`config.mk`:
```
export PLATFORM = sky130hd
export DESIGN_NAME = systolic_skew_feeder_flat
export DESIGN_NICKNAME = d
export VERILOG_FILES = /design/src/rtl/systolic_skew_feeder_if.sv /design/src/rtl/systolic_skew_feeder.sv /design/src/flat_wrapper.sv
export SDC_FILE = /design/constraint.sdc
export NUM_CORES = 1
export LEC_CHECK = 0
export ABC_AREA = 1
export BUFFER_PORTS_ARGS = -buffer_cell sky130_fd_sc_hd__buf_2
export CORE_AREA = 2 2 144 146
export CTS_CLUSTER_DIAMETER = 120
export DETAILED_ROUTE_END_ITERATION = 10
export DIE_AREA = 0 0 146 148
export PLACE_DENSITY = 0.82
export SLEW_MARGIN = 15
export SYNTH_ARGS = -nofsm -noshare
export SYNTH_HDL_FRONTEND = slang
export SYNTH_SLANG_ARGS = --single-unit
```
`constraint.sdc`:
```
create_clock -name clk -period 4.2 [get_ports clk]
set_input_delay 0.42 -clock clk [delete_from_list [all_inputs] [get_ports clk]]
set_output_delay 0.42 -clock clk [all_outputs]
set_load 0.005 [all_outputs]
```
`src/rtl/systolic_skew_feeder_if.sv`:
```
// Vector handshake and skewed-lane bundle between a producer and the west-edge skew feeder.
interface systolic_skew_feeder_if #(
  parameter int N         = 8,
  parameter int DATA_SIZE = 8
);
  logic                   in_valid;
  logic                   in_ready;
  logic [N*DATA_SIZE-1:0] in_data;
  logic [N*DATA_SIZE-1:0] out_data;
  logic [N-1:0]           out_valid;

  modport master (
    output in_valid, in_data,
    input  in_ready, out_data, out_valid
  );

  modport slave (
    input  in_valid, in_data,
    output in_ready, out_data, out_valid
  );
endinterface

```
`src/rtl/systolic_skew_feeder.sv`:
```
// West-edge input stager: accepts N-element vectors and emits them diagonally skewed,
// lane r delayed r cycles, then flushes with bubbles and pulses done.
module systolic_skew_feeder #(
  parameter int N         = 8,
  parameter int DATA_SIZE = 8,
  parameter int LEN_W     = 9
) (
  input  logic                     clk,
  input  logic                     reset,
  input  logic                     en,
  input  logic                     start,
  input  logic [LEN_W-1:0]         cfg_len,
  systolic_skew_feeder_if.slave    bus,
  output logic                     busy,
  output logic                     done
);
  localparam int FW = (N > 1) ? $clog2(N) : 1;

  typedef enum logic [1:0] {S_IDLE, S_STREAM, S_FLUSH, S_DONE} state_e;

  state_e            state_q, state_d;
  logic [LEN_W-1:0]  len_q, len_d;
  logic [LEN_W-1:0]  count_q, count_d;
  logic [FW-1:0]     flush_q, flush_d;
  logic              accept;

  assign bus.in_ready = en && (state_q == S_STREAM);
  assign accept       = bus.in_ready && bus.in_valid;
  assign busy         = (state_q != S_IDLE);
  // done is qualified by en so a frozen DONE state cannot stretch the pulse
  assign done         = en && (state_q == S_DONE);

  always_comb begin
    state_d = state_q;
    len_d   = len_q;
    count_d = count_q;
    flush_d = flush_q;
    unique case (state_q)
      S_IDLE: begin
        if (start) begin
          len_d   = cfg_len;
          count_d = '0;
          state_d = (cfg_len != '0) ? S_STREAM : S_DONE;
        end
      end
      S_STREAM: begin
        if (accept) begin
          count_d = count_q + 1'b1;
          if (count_d == len_q) begin
            state_d = S_FLUSH;
            flush_d = '0;
          end
        end
      end
      S_FLUSH: begin
        // N flush edges after the last accept lets lane N-1 drain before done
        if (flush_q == FW'(N - 1)) begin
          state_d = S_DONE;
        end else begin
          flush_d = flush_q + 1'b1;
        end
      end
      S_DONE: begin
        state_d = S_IDLE;
      end
      default: begin
        state_d = S_IDLE;
      end
    endcase
  end

  always_ff @(posedge clk) begin
    if (!reset) begin
      state_q <= S_IDLE;
      len_q   <= '0;
      count_q <= '0;
      flush_q <= '0;
    end else if (en) begin
      state_q <= state_d;
      len_q   <= len_d;
      count_q <= count_d;
      flush_q <= flush_d;
    end
  end

  for (genvar r = 0; r < N; r++) begin : g_lane
    localparam int W  = (r + 1) * DATA_SIZE;
    localparam int VW = r + 1;

    logic [W-1:0]         d_q;
    logic [VW-1:0]        v_q;
    logic [DATA_SIZE-1:0] head;

    assign head = accept ? bus.in_data[r*DATA_SIZE +: DATA_SIZE] : '0;

    // Chain of r+1 stages packed LSB-first; the oldest element sits in the top slice
    always_ff @(posedge clk) begin
      if (!reset) begin
        d_q <= '0;
        v_q <= '0;
      end else if (en) begin
        d_q <= (d_q << DATA_SIZE) | W'(head);
        v_q <= (v_q << 1) | VW'(accept);
      end
    end

    assign bus.out_data[r*DATA_SIZE +: DATA_SIZE] = d_q[r*DATA_SIZE +: DATA_SIZE];
    assign bus.out_valid[r]                       = v_q[r];
  end
endmodule
```
`src/flat_wrapper.sv`:
```
// flat-port wrapper written by rule: the top's interface ports become plain ports
module systolic_skew_feeder_flat 
#(
  parameter int N         = 8,
  parameter int DATA_SIZE = 8,
  parameter int LEN_W     = 9
)
  (clk, reset, en, start, cfg_len, busy, done, bus_in_valid, bus_in_data, bus_in_ready, bus_out_data, bus_out_valid);
  systolic_skew_feeder_if #(.N(N), .DATA_SIZE(DATA_SIZE)) bus_i ();
  input  logic clk;
  input  logic reset;
  input  logic en;
  input  logic start;
  input  logic [LEN_W-1:0] cfg_len;
  output logic busy;
  output logic done;
  input wire logic [$bits(bus_i.in_valid)-1:0] bus_in_valid;
  input wire logic [$bits(bus_i.in_data)-1:0] bus_in_data;
  output wire logic [$bits(bus_i.in_ready)-1:0] bus_in_ready;
  output wire logic [$bits(bus_i.out_data)-1:0] bus_out_data;
  output wire logic [$bits(bus_i.out_valid)-1:0] bus_out_valid;
  assign bus_i.in_valid = bus_in_valid;
  assign bus_i.in_data = bus_in_data;
  assign bus_in_ready = bus_i.in_ready;
  assign bus_out_data = bus_i.out_data;
  assign bus_out_valid = bus_i.out_valid;
  systolic_skew_feeder #(.N(N), .DATA_SIZE(DATA_SIZE), .LEN_W(LEN_W)) u_core (.clk(clk), .reset(reset), .en(en), .start(start), .cfg_len(cfg_len), .bus(bus_i), .busy(busy), .done(done));
endmodule
```
### Word level (Yosys, flattened, before mapping)

Cells that the tools add are included.

| word-level totals | value |
|---|---|
| word-level logic and storage cells | 79 |
| output and inout bits | 75 |
| input bits | 78 |
| register bits | 347 |

| cells by class | value |
|---|---|
| equality and inequality tests | 10 |
| reductions and logical operators | 12 |
| bitwise gates (word level) | 14 |
| $add $sub $neg | 2 |
| mux-type cells | 21 |

Operators by type and width:

| cell | count |
|---|---|
| two-way mux 8 bit | 8 |
| bitwise OR 64 x 8 -> 64 bit | 1 |
| bitwise OR 56 x 8 -> 56 bit | 1 |
| bitwise OR 48 x 8 -> 48 bit | 1 |
| bitwise OR 40 x 8 -> 40 bit | 1 |
| bitwise OR 32 x 8 -> 32 bit | 1 |
| bitwise OR 24 x 8 -> 24 bit | 1 |
| two-way mux 9 bit | 2 |
| one-hot mux 9 bit (2 select lines) | 1 |
| bitwise OR 16 x 8 -> 16 bit | 1 |
| two-way mux 2 bit | 5 |
| AND reduction 5 bit | 2 |
| adder 9 x 1 -> 9 bit, second input constant | 1 |
| == test 9 bit | 1 |
| two-way mux 3 bit | 3 |
| nonzero test 9 bit | 1 |
| bitwise OR 8 x 1 -> 8 bit | 1 |
| one-hot mux 2 bit (4 select lines) | 1 |
| bitwise OR 7 x 1 -> 7 bit | 1 |
| != test 2 bit, second input constant | 3 |
| bitwise OR 6 x 1 -> 6 bit | 1 |
| one-hot mux 3 bit (2 select lines) | 1 |
| nonzero test 2 bit | 3 |
| bitwise OR 5 x 1 -> 5 bit | 1 |
| other kinds (12) | 16 |

### Depth between registers and ports, before layout

| logic depth | value |
|---|---|
| depth after elaboration | 5 |
| depth in mapped cells | 14 |
| mapped depth without buffers | 14 |

### Worst setup path before layout

No wires, ideal clock.

| timing | value |
|---|---|
| path type | reg-to-reg |
| start | register u_core.state_q[1] |
| end | register u_core.flush_q[0] |
| library setup time | 115 ps |
| cell stages (with the launch flop) | 14 |
| path buffers | 0 |
| data arrival time | 1563 ps |
| period minus slack after synthesis | 1678 ps |
| data required time | 4085 ps |
| path slack | 2522 ps |
| cell sequence | dfxtp_1 -> inv_1 -> ha_1 -> nand2_2 -> nor2_4 -> nand3_1 -> nor2_2 -> nand3_2 -> nor2_4 -> nand3_2 -> nand2_4 -> nand3_1 -> nand2_1 -> nor2_1 |

| on the way | value |
|---|---|
| word-level cells in the longest chain between the ends | 5 |
| elaborated cells on any way between the ends | 10 |
| classes of those cells | eq/ne (5); mux (1); reduce/logical (4) |

RTL lines:

| what | RTL line | RTL |
|---|---|---|
| start, declared | systolic_skew_feeder.sv:21 | `state_e state_q, state_d;` |
| start signal, assigned | systolic_skew_feeder.sv:79 | `state_q <= state_d;` |
| == test 2 x 1 -> 1 bit | systolic_skew_feeder.sv:27, systolic_skew_feeder.sv:38 |  |
| logical AND 1 bit | systolic_skew_feeder.sv:27 | `assign bus.in_ready = en && (state_q == S_STREAM);` |
| logical AND 1 bit | systolic_skew_feeder.sv:28 | `assign accept = bus.in_ready && bus.in_valid;` |
| != test 2 x 1 -> 1 bit (no source line) | -- |  |
| AND reduction 5 bit (no source line) | -- |  |
| end signal, assigned | systolic_skew_feeder.sv:82 | `flush_q <= flush_d;` |
| end, declared | systolic_skew_feeder.sv:24 | `logic [FW-1:0] flush_q, flush_d;` |

Several ways; a longest one is shown, not always the timed one.
A chain may end at the register's enable or synchronous reset.

### Worst setup path after layout

| timing | value |
|---|---|
| start | register u_core.state_q[1] |
| end | register u_core.g_lane[4].d_q[2] |

| on the way | value |
|---|---|
| word-level cells in the longest chain between the ends | 5 |

RTL lines:

| what | RTL line | RTL |
|---|---|---|
| == test 2 x 1 -> 1 bit | systolic_skew_feeder.sv:27 |  |
| logical AND 1 bit | systolic_skew_feeder.sv:27 |  |
| logical AND 1 bit | systolic_skew_feeder.sv:28 |  |
| two-way mux 8 bit | systolic_skew_feeder.sv:94 | `assign head = accept ? bus.in_data[r*DATA_SIZE +: DATA_SIZE] : '0;` |
| bitwise OR 40 x 8 -> 40 bit | systolic_skew_feeder.sv:102 | `d_q <= (d_q << DATA_SIZE) \| W'(head);` |
| end signal, assigned | systolic_skew_feeder.sv:102 |  |
| end, declared | systolic_skew_feeder.sv:90 | `logic [W-1:0] d_q;` |

Every way passes these cells.

==> impl_metrics.env <==
export IMPL_cellInternalPower_mw=5.175
export IMPL_core_area_um2=20040
export IMPL_drive_above_1_share_pct=14.53
export IMPL_cts_setup_buffers=0
export IMPL_wl_um=24210
export IMPL_dr_total_vias=9683
export IMPL_setup_viol=0
export IMPL_antenna_found_initial=2
export IMPL_power_leakage_nw=5.670
export IMPL_power_density_nw_per_um2=503.2
export IMPL_netSwitchingPower_mw=1.535
export IMPL_drc=0
export IMPL_tns_ns=0
export IMPL_overflow=0
export IMPL_initialDrtViolationCount=714
export IMPL_vias_per_cell=5.145
export IMPL_seq_power_share_pct=48.8
export IMPL_layout_nets=1671
export IMPL_met3_wirelength_um=1308
export IMPL_grt_pass1_wl_um=40590
export IMPL_hpwl_um=14120
export IMPL_clock_latency_ns=0.54
export IMPL_yosysTopAreaCell="dfxtp_1"
export IMPL_postSynthCellCount=1553
export IMPL_grt_pass1_vias=8917
export IMPL_cts_made_buffers=31
export IMPL_synth_area_per_cell_um2=7.654
export IMPL_highest_layer="met4"
export IMPL_cp_required_ns=4.65
export IMPL_io_pins=153
export IMPL_synthesis_nets=1638
export IMPL_area_growth_pct=12.18
export IMPL_cp_start_kind="flip-flop"
export IMPL_crit_chain="inv_1 -> ha_1 -> nand2_2 -> nor2_4 -> buf_4 -> nand2_1 -> a21oi_1"
export IMPL_dp_slack_ns=1.544
export IMPL_portBuffers=152
export IMPL_wl_met1_um=10880
export IMPL_slowest_stage="buf_4"
export IMPL_cts_buffer_depth=3
export IMPL_worst_pin_slew_ns=0.9127
export IMPL_period_share_pct=54.69
export IMPL_htree_levels=1
export IMPL_period_minus_slack_ns=2.297
export IMPL_cts_resized=0
export IMPL_hold_start="bus_in_data[6]"
export IMPL_cts_sinks=319
export IMPL_synth_top_cell_area_share_pct=53.73
export IMPL_final_cell_mix="nor2_1, dfxtp_1, o21ai_0"
export IMPL_cts_root_buf="clkbuf_16"
export IMPL_switching_share_pct=22.88
export IMPL_wire_per_inst_um=12.86
export IMPL_finalHoldViolations=0
export IMPL_yosysUniqueCellTypes=30
export IMPL_cts_tree="yes"
export IMPL_cp_top_family="buffers and inverters"
export IMPL_worst_slack_ns=1.903
export IMPL_crit_fanout=54
export IMPL_combPwrFrac_pct=8.1
export IMPL_fin_hold_ws_ns=0.1219
export IMPL_grt_usage_pct=21.66
export IMPL_rsz0062_at_grt="false"
export IMPL_dieArea_um2=21610
export IMPL_hold_buffers=0
export IMPL_clkTransAtPathRegs_ns=0.06
export IMPL_clkPwrFrac_pct=43.1
export IMPL_place_congestion=0.8329
export IMPL_worstHoldPathType="in -> reg"
export IMPL_status="complete, no violations"
export IMPL_max_cap_viol_count=0
export IMPL_maxSlewHeadroom_pct=39.15
export IMPL_rows=52
export IMPL_ir_drop_mv=0.3035
export IMPL_firstDrtPassIters=5
export IMPL_skew_ns=0.006655
export IMPL_synth_area_leaders="dfxtp_1, nor2_1, o21ai_0, nand2_1, a21oi_1"
export IMPL_report_final_slew_viol_count=0
export IMPL_initial_core_util_pct=59.32
export IMPL_slowest_delay_ns=0.58
export IMPL_worstPathArrival_ns=2.75
export IMPL_ys_ff_latch=319
export IMPL_cp_num_buf_inv=2
export IMPL_postRouteAntennaNets=0
export IMPL_max_freq_mhz=435.3
export IMPL_synthesis_area_um2=11890
export IMPL_cp_startpoint="u_core.state_q[1]"
export IMPL_grt_max_degree=178
export IMPL_die_h_um=148
export IMPL_layout_commonest_cell="nor2_1"
export IMPL_ys_seq_area_share_pct=53.73
export IMPL_routed_wl_met2_um=11560
export IMPL_reg2reg_from="u_core.state_q[1]"
export IMPL_ys_warn_count=0
export IMPL_end_kind="flip-flop"
export IMPL_die_x_um=146
export IMPL_crit_type="reg -> reg"
stage by stage:
| stage | total power, mW | area (um^2) | cells | utilization (%) |
|---|---|---|---|---|
| after floorplan | 3.745 | 11890 | 1553 | - |
| after global placement | 3.859 | 12230 | 1823 | 61.05 |
| after detailed placement | 3.878 | 12230 | 1823 | 61.05 |
| after CTS | 6.766 | 13330 | 1880 | 66.51 |
| after global routing | 6.993 | 13330 | 1882 | 66.54 |
| final | 6.710 | 13330 | 1882 | 66.54 |
tightest hold or removal path: cells and delay by family:
kind,cells,cell delay (ns)
compound gates,1,0.05
simple gates,1,0.05
buf+inv,1,0.09
power groups by stage:
stage	clock (mW)	combinational [mW]	sequential (mW)
2_1_floorplan	0	0.429	3.32
3_3_place_gp	0	0.526	3.33
3_5_place_dp	0	0.540	3.34
4_1_cts	2.95	0.547	3.27
5_1_grt	3.08	0.626	3.29
6_report	2.89	0.545	3.28
layer usage:
layer | GRT usage (%) | vias to the layer above
li1 | - | 4974
met1 | 28.88 | 4429
met5 | 0 | -
met4 | 6.311 | 0
met3 | 3.241 | 38
met2 | 36.82 | 242
cells in the mapped netlist:
cell      instances
xor2_1            1
inv_1            29
nand3_1          20
nor3_1            1
xnor2_1           2
buf_4            57
nand3_2           6
nor2_4            3
a21oi_1          89
o22ai_1           1
ha_1              7
dfxtp_1         319
clkbuf_1         86
nor4_1            2
clkinv_1          1
a31oi_1           1
o21bai_2          1
nor2_1          474
inv_2             1
nor2_2            4
nand2_1         182
buf_1             6
buf_2            10
o21ai_0         240
o21ai_1           1
nand2_4           1
nand2_2           5
nor3_2            1
a211oi_1          1
a211oi_2          1
cells by family after synthesis:
| group | Yosys count | synth area share (%) |
|---|---|---|
| fa+ha+maj | 7 | 0.7368 |
| buf+inv | 190 | 7.905 |
| simple gates | 699 | 23.15 |
| flops | 319 | 53.73 |
| xor+xnor | 3 | 0.2211 |
| compound gates | 335 | 14.26 |
registers in the layout, summed over array words and instances (netlist names):
| signal | flops |
|---|---|
| u_core.count_q | 9 |
| u_core.g_lane.v_q | 8 |
| u_core.g_lane.d_q | 288 |
| u_core.flush_q | 3 |
| u_core.len_q | 9 |
| u_core.state_q | 2 |
path summary, 6_finish.rpt:
path / to / slack (ns) / cells after the start
worst max-delay path: u_core.g_lane[4].d_q[2] / 1.90 / 7
worst min-delay path: u_core.g_lane[0].d_q[6] / 0.12 / 3
worst max register to register: u_core.g_lane[4].d_q[2] / 1.90 / 7
worst min register to register: u_core.g_lane[4].d_q[1] / 0.46 / 2
cell type report:
class	instances	area [um^2]
Clock buffer	48	949.7
Tap cell	270	337.8
Multi-Input combinational cell	1044	4561
Fill cell	1721	6705
Timing Repair Buffer	159	825.8
Clock inverter	9	145.1
Inverter	31	123.9
Antenna cell	2	5.005
Sequential cell	319	6386
Power figures use the tool's default switching activity.
